`config.mk`:
```
export PLATFORM = sky130hd
export DESIGN_NAME = shift_tx_ctrl
export DESIGN_NICKNAME = d
export VERILOG_FILES = /design/src/rtl/shift_tx_pkg.sv /design/src/rtl/piso_shift.sv /design/src/rtl/shift_tx_ctrl.sv
export SDC_FILE = /design/constraint.sdc
export NUM_CORES = 1
export LEC_CHECK = 0
export ABC_AREA = 1
export CAP_MARGIN = 25
export CORE_AREA = 2 2 39 41
export DETAILED_ROUTE_END_ITERATION = 7
export DIE_AREA = 0 0 41 43
export GPL_TIMING_DRIVEN = 1
export PLACE_DENSITY_LB_ADDON = 0.15
export SLEW_MARGIN = 0
export SYNTH_ARGS = -nofsm -noshare
export SYNTH_HDL_FRONTEND = slang
export SYNTH_SLANG_ARGS = --single-unit
```
`constraint.sdc`:
```
create_clock -name clk -period 2.25 [get_ports clk]
set_input_delay 0.225 -clock clk [delete_from_list [all_inputs] [get_ports clk]]
set_output_delay 0.225 -clock clk [all_outputs]
set_load 0.01 [all_outputs]
```
`src/rtl/shift_tx_pkg.sv`:
```
// Shared types and helpers for the serial transmit sequencer.
// Build option: SHIFT_TX_CTRL_PARITY_EN adds a trailing even-parity bit.
package shift_tx_pkg;

  typedef enum logic [1:0] {
    IDLE  = 2'd0,
    SHIFT = 2'd1,
    PAR   = 2'd2
  } state_t;

  function automatic int cnt_w(input int w);
    return (w < 2) ? 1 : $clog2(w);
  endfunction

endpackage

```
`src/rtl/piso_shift.sv`:
```
// Parallel-in/serial-out shift register, LSB first, zero fill from the MSB.
// nxt_o is the bit 0 value the register will hold after this edge.
module piso_shift #(
  parameter int W = 4
) (
  input  logic         clk,
  input  logic         rst,
  input  logic         ld_i,
  input  logic         sh_i,
  input  logic [W-1:0] d_i,
  output logic         nxt_o
);

  logic [W-1:0] q_q;
  logic [W-1:0] q_d;

  always_comb begin
    q_d = q_q;
    if (ld_i) begin
      q_d = d_i;
    end else if (sh_i) begin
      q_d = {1'b0, q_q[W-1:1]};
    end
  end

  always_ff @(posedge clk) begin
    if (rst) begin
      q_q <= '0;
    end else begin
      q_q <= q_d;
    end
  end

  assign nxt_o = q_d[0];

endmodule

```
`src/rtl/shift_tx_ctrl.sv`:
```
// Word-to-serial sequencer: valid/ready word input, one bit per tick out.
// Build option: SHIFT_TX_CTRL_PARITY_EN appends an even-parity bit (PAR state).
module shift_tx_ctrl
  import shift_tx_pkg::*;
#(
  parameter int   W          = 4,
  parameter logic IDLE_LEVEL = 1'b0
) (
  input  logic         clk,
  input  logic         rst,
  input  logic         tick,
  input  logic [W-1:0] in_data,
  input  logic         in_valid,
  output logic         in_ready,
  output logic         ser_out,
  output logic         ser_valid,
  output logic         ser_first,
  output logic         busy
);

  localparam int CW = cnt_w(W);
  localparam logic [CW-1:0] LAST = CW'(W - 1);

  state_t        state_q;
  logic [CW-1:0] cnt_q;
  logic          out_q;
  logic          vld_q;
  logic          fst_q;
  logic          at_last;
  logic          xfer;
  logic          shift_en;
  logic          nxt_bit;

`ifdef SHIFT_TX_CTRL_PARITY_EN
  logic par_q;
  assign in_ready = (state_q == IDLE) | ((state_q == PAR) & tick);
`else
  assign in_ready = (state_q == IDLE) | (at_last & tick);
`endif

  assign at_last  = (state_q == SHIFT) & (cnt_q == LAST);
  assign xfer     = in_valid & in_ready;
  assign shift_en = (state_q == SHIFT) & tick & (cnt_q != LAST);

  piso_shift #(.W(W)) u_piso (
    .clk   (clk),
    .rst   (rst),
    .ld_i  (xfer),
    .sh_i  (shift_en),
    .d_i   (in_data),
    .nxt_o (nxt_bit)
  );

  // A transfer always wins: it covers both idle start and zero-gap reload.
  always_ff @(posedge clk) begin
    if (rst) begin
      state_q <= IDLE;
      cnt_q   <= '0;
      out_q   <= IDLE_LEVEL;
      vld_q   <= 1'b0;
      fst_q   <= 1'b0;
`ifdef SHIFT_TX_CTRL_PARITY_EN
      par_q   <= 1'b0;
`endif
    end else if (xfer) begin
      state_q <= SHIFT;
      cnt_q   <= '0;
      out_q   <= nxt_bit;
      vld_q   <= 1'b1;
      fst_q   <= 1'b1;
`ifdef SHIFT_TX_CTRL_PARITY_EN
      par_q   <= ^in_data;
`endif
    end else begin
      unique case (state_q)
        IDLE: begin
        end
        SHIFT: begin
          if (tick) begin
            fst_q <= 1'b0;
            if (cnt_q != LAST) begin
              cnt_q <= cnt_q + 1'b1;
              out_q <= nxt_bit;
            end else begin
`ifdef SHIFT_TX_CTRL_PARITY_EN
              state_q <= PAR;
              out_q   <= par_q;
`else
              state_q <= IDLE;
              out_q   <= IDLE_LEVEL;
              vld_q   <= 1'b0;
`endif
            end
          end
        end
`ifdef SHIFT_TX_CTRL_PARITY_EN
        PAR: begin
          if (tick) begin
            state_q <= IDLE;
            out_q   <= IDLE_LEVEL;
            vld_q   <= 1'b0;
            fst_q   <= 1'b0;
          end
        end
`endif
        default: begin
          state_q <= IDLE;
          out_q   <= IDLE_LEVEL;
          vld_q   <= 1'b0;
          fst_q   <= 1'b0;
        end
      endcase
    end
  end

  assign ser_out   = out_q;
  assign ser_valid = vld_q;
  assign ser_first = fst_q;
  assign busy      = (state_q != IDLE);

endmodule

```
## Yosys cells after proc, flatten, opt, wreduce, memory -nomap -nowiden

Cells that the tools add are included.

| storage, ports and cells | value |
|---|---|
| bits in latches | 0 |
| output and inout port bits | 5 |
| word-level logic and storage cells | 49 |
| memories kept | 0 |
| bits of input ports | 8 |
| ROM bits | 0 |
| memory bits (writable) | 0 |
| bits in registers | 11 |

| operators by class | value |
|---|---|
| shifts and indexed selects | 0 |
| div/mod/pow operators | 0 |
| multiplexer cells | 17 |
| add/sub/neg operators | 1 |
| bitwise operators | 7 |
| equality and inequality tests | 8 |
| reductions and logical operators | 8 |
| multiply operators | 0 |
| order comparisons | 0 |

Operators by type and width:

| kind | count |
|---|---|
| 1-bit 2-to-1 mux | 9 |
| 3-bit AND reduction | 3 |
| 4-bit 2-to-1 mux | 2 |
| 2-bit != test, second input constant | 3 |
| 3-bit by 2-bit != test with 1-bit output, second input constant | 2 |
| 1-bit one-hot mux with 2 select lines | 3 |
| 1-bit AND | 5 |
| 2-bit 2-to-1 mux | 2 |
| 2-bit one-hot mux with 2 select lines | 1 |
| 2-bit nonzero test | 2 |
| 2-bit by 1-bit adder with 2-bit output, second input constant | 1 |
| 2-bit by 1-bit == test with 1-bit output, second input constant | 1 |
| 2-bit == test, second input constant | 1 |
| 2-bit zero test | 1 |
| 2-bit by 1-bit != test with 1-bit output, second input constant | 1 |
| 2-bit AND reduction | 1 |
| 2-bit OR reduction | 1 |
| 1-bit NOT | 1 |
| 1-bit OR | 1 |

## Logic depth before layout (Yosys ltp)

Gate-level depths: netlist of the first run.

| depth | value |
|---|---|
| word-level depth | 10 |
| gate-level depth with buffers | 7 |
| mapped depth without buffers | 7 |

## By module

A second synthesis of the first run with hierarchy kept.

| second synthesis, totals | value |
|---|---|
| cells, all modules | 70 |
| area total of the unflattened synthesis | 465.4 um^2 |

By module, submodules not included:

| module | cells each | area an instance (um^2) | times used | sequential area each (um^2) |
|---|---|---|---|---|
| shift_tx_ctrl | 39 | 275.3 | 1 | 100.1 |
| piso_shift | 31 | 190.2 | 1 | 80.1 |

## Least setup slack after synthesis of the first run

Ideal clock, no wire load.

| path | value |
|---|---|
| path type | flip-flop to flip-flop |
| from | register cnt_q[0] |
| to | register u_piso.q_q[1] |
| stages on the path, launching flop included | 8 |
| path slack | 1087 ps |
| period minus slack after synthesis | 1163 ps |
| setup time | 70 ps |
| data arrival time | 1093 ps |
| required time | 2180 ps |
| buffers on the path | 0 |
| path through | dfxtp_1 -> ha_1 -> nand2_1 -> nand2_2 -> nand2_4 -> nand2_1 -> nand2_1 -> a21oi_1 |

| between the ends | value |
|---|---|
| word-level cells in the longest chain between the ends | 6 |
| elaborated cells on any way between the ends | 9 |
| those cells by class | eq/ne: 2; mux: 1; bitwise: 5; reduce/logical: 1 |

RTL lines:

| item | line | source |
|---|---|---|
| start: declaration | shift_tx_ctrl.sv:25 | `logic [CW-1:0] cnt_q;` |
| start signal: assignment | shift_tx_ctrl.sv:82 | `cnt_q <= cnt_q + 1'b1;` |
| 2-bit == test * | shift_tx_ctrl.sv:41 | `assign at_last = (state_q == SHIFT) & (cnt_q == LAST);` |
| 1-bit AND * | shift_tx_ctrl.sv:41 |  |
| 1-bit AND * | shift_tx_ctrl.sv:38 | `assign in_ready = (state_q == IDLE) \| (at_last & tick);` |
| 1-bit OR * | shift_tx_ctrl.sv:38 |  |
| net in_ready | shift_tx_ctrl.sv:14 | `output logic in_ready,` |
| 1-bit AND * | shift_tx_ctrl.sv:42 | `assign xfer = in_valid & in_ready;` |
| 4-bit 2-to-1 mux / 2-bit nonzero test (equally long branches) | n/a |  |
| end signal: assignment | piso_shift.sv:30 | `q_q <= q_d;` |
| end: declaration | piso_shift.sv:14 | `logic [W-1:0] q_q;` |

The timed path passes the listed nets; every way through them passes the cells marked *.
A chain may end at the register's enable or synchronous reset.

## Final worst setup path of the first run

| path | value |
|---|---|
| from | register cnt_q[0] |
| to | output port in_ready |

| between the ends | value |
|---|---|
| word-level cells in the longest chain between the ends | 4 |

RTL lines:

| item | line |
|---|---|
| 2-bit == test | shift_tx_ctrl.sv:41 |
| 1-bit AND | shift_tx_ctrl.sv:41 |
| 1-bit AND | shift_tx_ctrl.sv:38 |
| 1-bit OR | shift_tx_ctrl.sv:38 |
| end: declaration | shift_tx_ctrl.sv:14 |

No other way between the ends.

==> run summary, run 1 <==
Status -> completed
CTS tree -> built
Clock sink count -> 9
Final setup margin -> 0.3237 ns
Arrival time worst endpoint -> 1.70 ns
Asr flop ratio synth -> 0%
Total power density per cell area -> 621.4 nW/µm²
Worst-path clk slew -> 0.06 ns
Unrepaired setup endpoints after global routing -> no
Syn Area/Cell -> 7.282 µm²
I/O pin count -> 13
Max Root-Sink Buffers -> 2
Vias per inst -> 4.522
Layout Skew -> 0.001476 ns
Cells after synthesis -> 61
Post-layout min period -> 1.926 ns
DRT iter0 DRCs -> 12
Final setup fails -> 0
Post_cts resized -> 0
Yosys reg bits -> 9
Area growth syn-to-layout -> 35.77%
Reg area -> 180.2 µm²
Port bufs -> 12
Worst slew pin tran -> 0.2716 ns
Gr ovfl total -> 0
Dpl cell area -> 576.8 µm²
Global-route wire length before repair -> 1407 µm
Inserted Clock Buffers -> 3
Crit path max fanout -> 7
Drt wl/cell -> 10.08 µm
Multi-input logic area -> 226.5 µm²
Synth warn -> 0
Die Area -> 1763 µm²
Post-CTS Setup Bufs -> 0
Finished Cell Area -> 603.1 µm²
Via Count -> 416
Worst hold slack -> 0.4802 ns
Hold buffers post-CTS -> 0
Post-route ant nets -> 0
Leak pwr -> 0.2689 nW
Pre-CTS setup slack -> 0.5211 ns
Final core area utilization -> 43.58%
Largest net degree at the start of global routing -> 10
Root Buffer -> clkbuf_4
H-tree depth -> 1
Rel. slew slack -> 81.70%
Synth Flop Type -> dfxtp_1
Final Slew Violations -> 0
Synth Cell Area -> 444.2 µm²
Commonest non-fill, non-tap cell in the layout -> nand2_1
Max_cap viols -> 0
Worst setup SP type -> flip-flop
Most frequent cells in the layout -> nand2_1 (15), clkdlybuf4s50_1 (12), nand3_1 (9), dfxtp_1 (9), inv_1 (8)
Crit. End Element -> output port
ANT cells -> 0
Clk Latency, worst-skew pair -> 0.26 ns
Final worst path period share -> 85.61%
Endpoints failing hold -> 0
Core ar. -> 1384 µm²
Layout cells sized above 1 -> 7.895%
Initial antenna violation count -> 0
Die H -> 43 µm
Syn Nets -> 70
Netlist cell types -> 15
Post-synthesis sequential area ratio -> 40.56%
CP max-delay cell -> clkdlybuf4s50_1
# DRC -> 0
Total GRT Usage -> 12.69%
CP peak stage delay -> 0.56 ns
Nets@finish -> 86
Die W -> 41 µm
CP Cell Sequence -> ha_1 -> nand2_1 -> nand2_2 -> clkdlybuf4s50_1
F_max -> 0.5191 GHz
# fillers -> 160
Dpl hpwl -> 693.2 µm
Maximum VDD drop -> 0.4162 mV
Post-synth EDFFs -> 0
Setup TNS -> 0 ns
WL final -> 927 µm
Row cnt -> 14
DR pass1 iterations -> 4
Placer Congestion -> 0.6976
HP Class -> reg -> reg
WP data required -> 2.03 ns
Starting Density -> 32.10%
Vias in the first global route -> 313
Setup Crit Path Kind -> reg -> out
## through the flow
step,power (mW),instances
after floorplan,0.2163,61
after global placement,0.2500,88
after detailed placement,0.2501,88
after CTS,0.3791,92
after global routing,0.3971,92
final,0.3748,92
## Yosys cell counts (2+ instances only)
library cell  number  share of area, %
o21ai_0            2               2.3
nand2_1           15                13
dfxtp_1            9                41
nand3_1            9                10
nand3b_1           2               3.4
nor2_1             2               1.7
inv_1              8               6.8
a21oi_1            7               7.9
## routing by layer
layer	GRT usage, %	part of all wire, %	up-vias
li1	-	-	230
met2	15.31	43	12
met4	4.000	0.97	0
met1	17.21	49	172
met3	9.424	7.0	2
met5	0	0	-
## cells by family (layout without fill, tap and decap cells)
group                      Yosys count  count (layout)  synth area share (%)
adders and majority gates            1               1                 2.816
buffers and inverters                9              24                 8.452
xor gates and xnor gates             1               1                 1.972
and+or+nand+nor                     31              31                 34.36
DFF                                  9               9                 40.56
AOI/OAI and AO/OA                   10              10                 11.83
## flip-flops by register name, summed over array words and instances, names as in the netlist
name	cells
u_piso.q_q	4
cnt_q	2
ser_first	1
ser_out	1
state_q	1
## final timing paths
check | from | slack, ns | to | depth (start not counted)
hold reg to reg | u_piso.q_q[2] | 0.48 | u_piso.q_q[2] | 2
hold / removal | u_piso.q_q[2] | 0.48 | u_piso.q_q[2] | 2
setup reg to reg | cnt_q[0] | 0.92 | ser_out | 6
setup / recovery | cnt_q[0] | 0.32 | in_ready | 4
## report_power, final
group	internal, mW	switching (mW)	leakage, nW	total, mW
registers	0.170	0.00646	0.0742	0.176
clock network	0.0685	0.0601	0.0150	0.129
logic	0.0357	0.0341	0.180	0.0698
## layout make-up
class	instances	area share, %
tap	16	3.320
timing repair buffer	12	19.92
sequential	9	29.88
multi-input combinational	43	37.55
inverter	8	4.979
clock buffer	4	4.357
## worst max-delay path, delay by kind of cell (launching register included)
family        cells  cell delay [ns]
fa+ha+maj         1             0.27
buf+inv           1             0.56
flops             1             0.35
simple gates      2             0.25
(Power assumes the default switching activity.)
==> run 2, diff against run 1 <==
--- a/config.mk
+++ b/config.mk
@@ -6,7 +6,6 @@
 export NUM_CORES = 1
 export LEC_CHECK = 0
 export ABC_AREA = 1
-export CAP_MARGIN = 25
 export CORE_AREA = 2 2 39 41
 export DETAILED_ROUTE_END_ITERATION = 7
 export DIE_AREA = 0 0 41 43
==> results of run 2 <==
The final DEF is identical to that of run 1; final timing and power are the same.
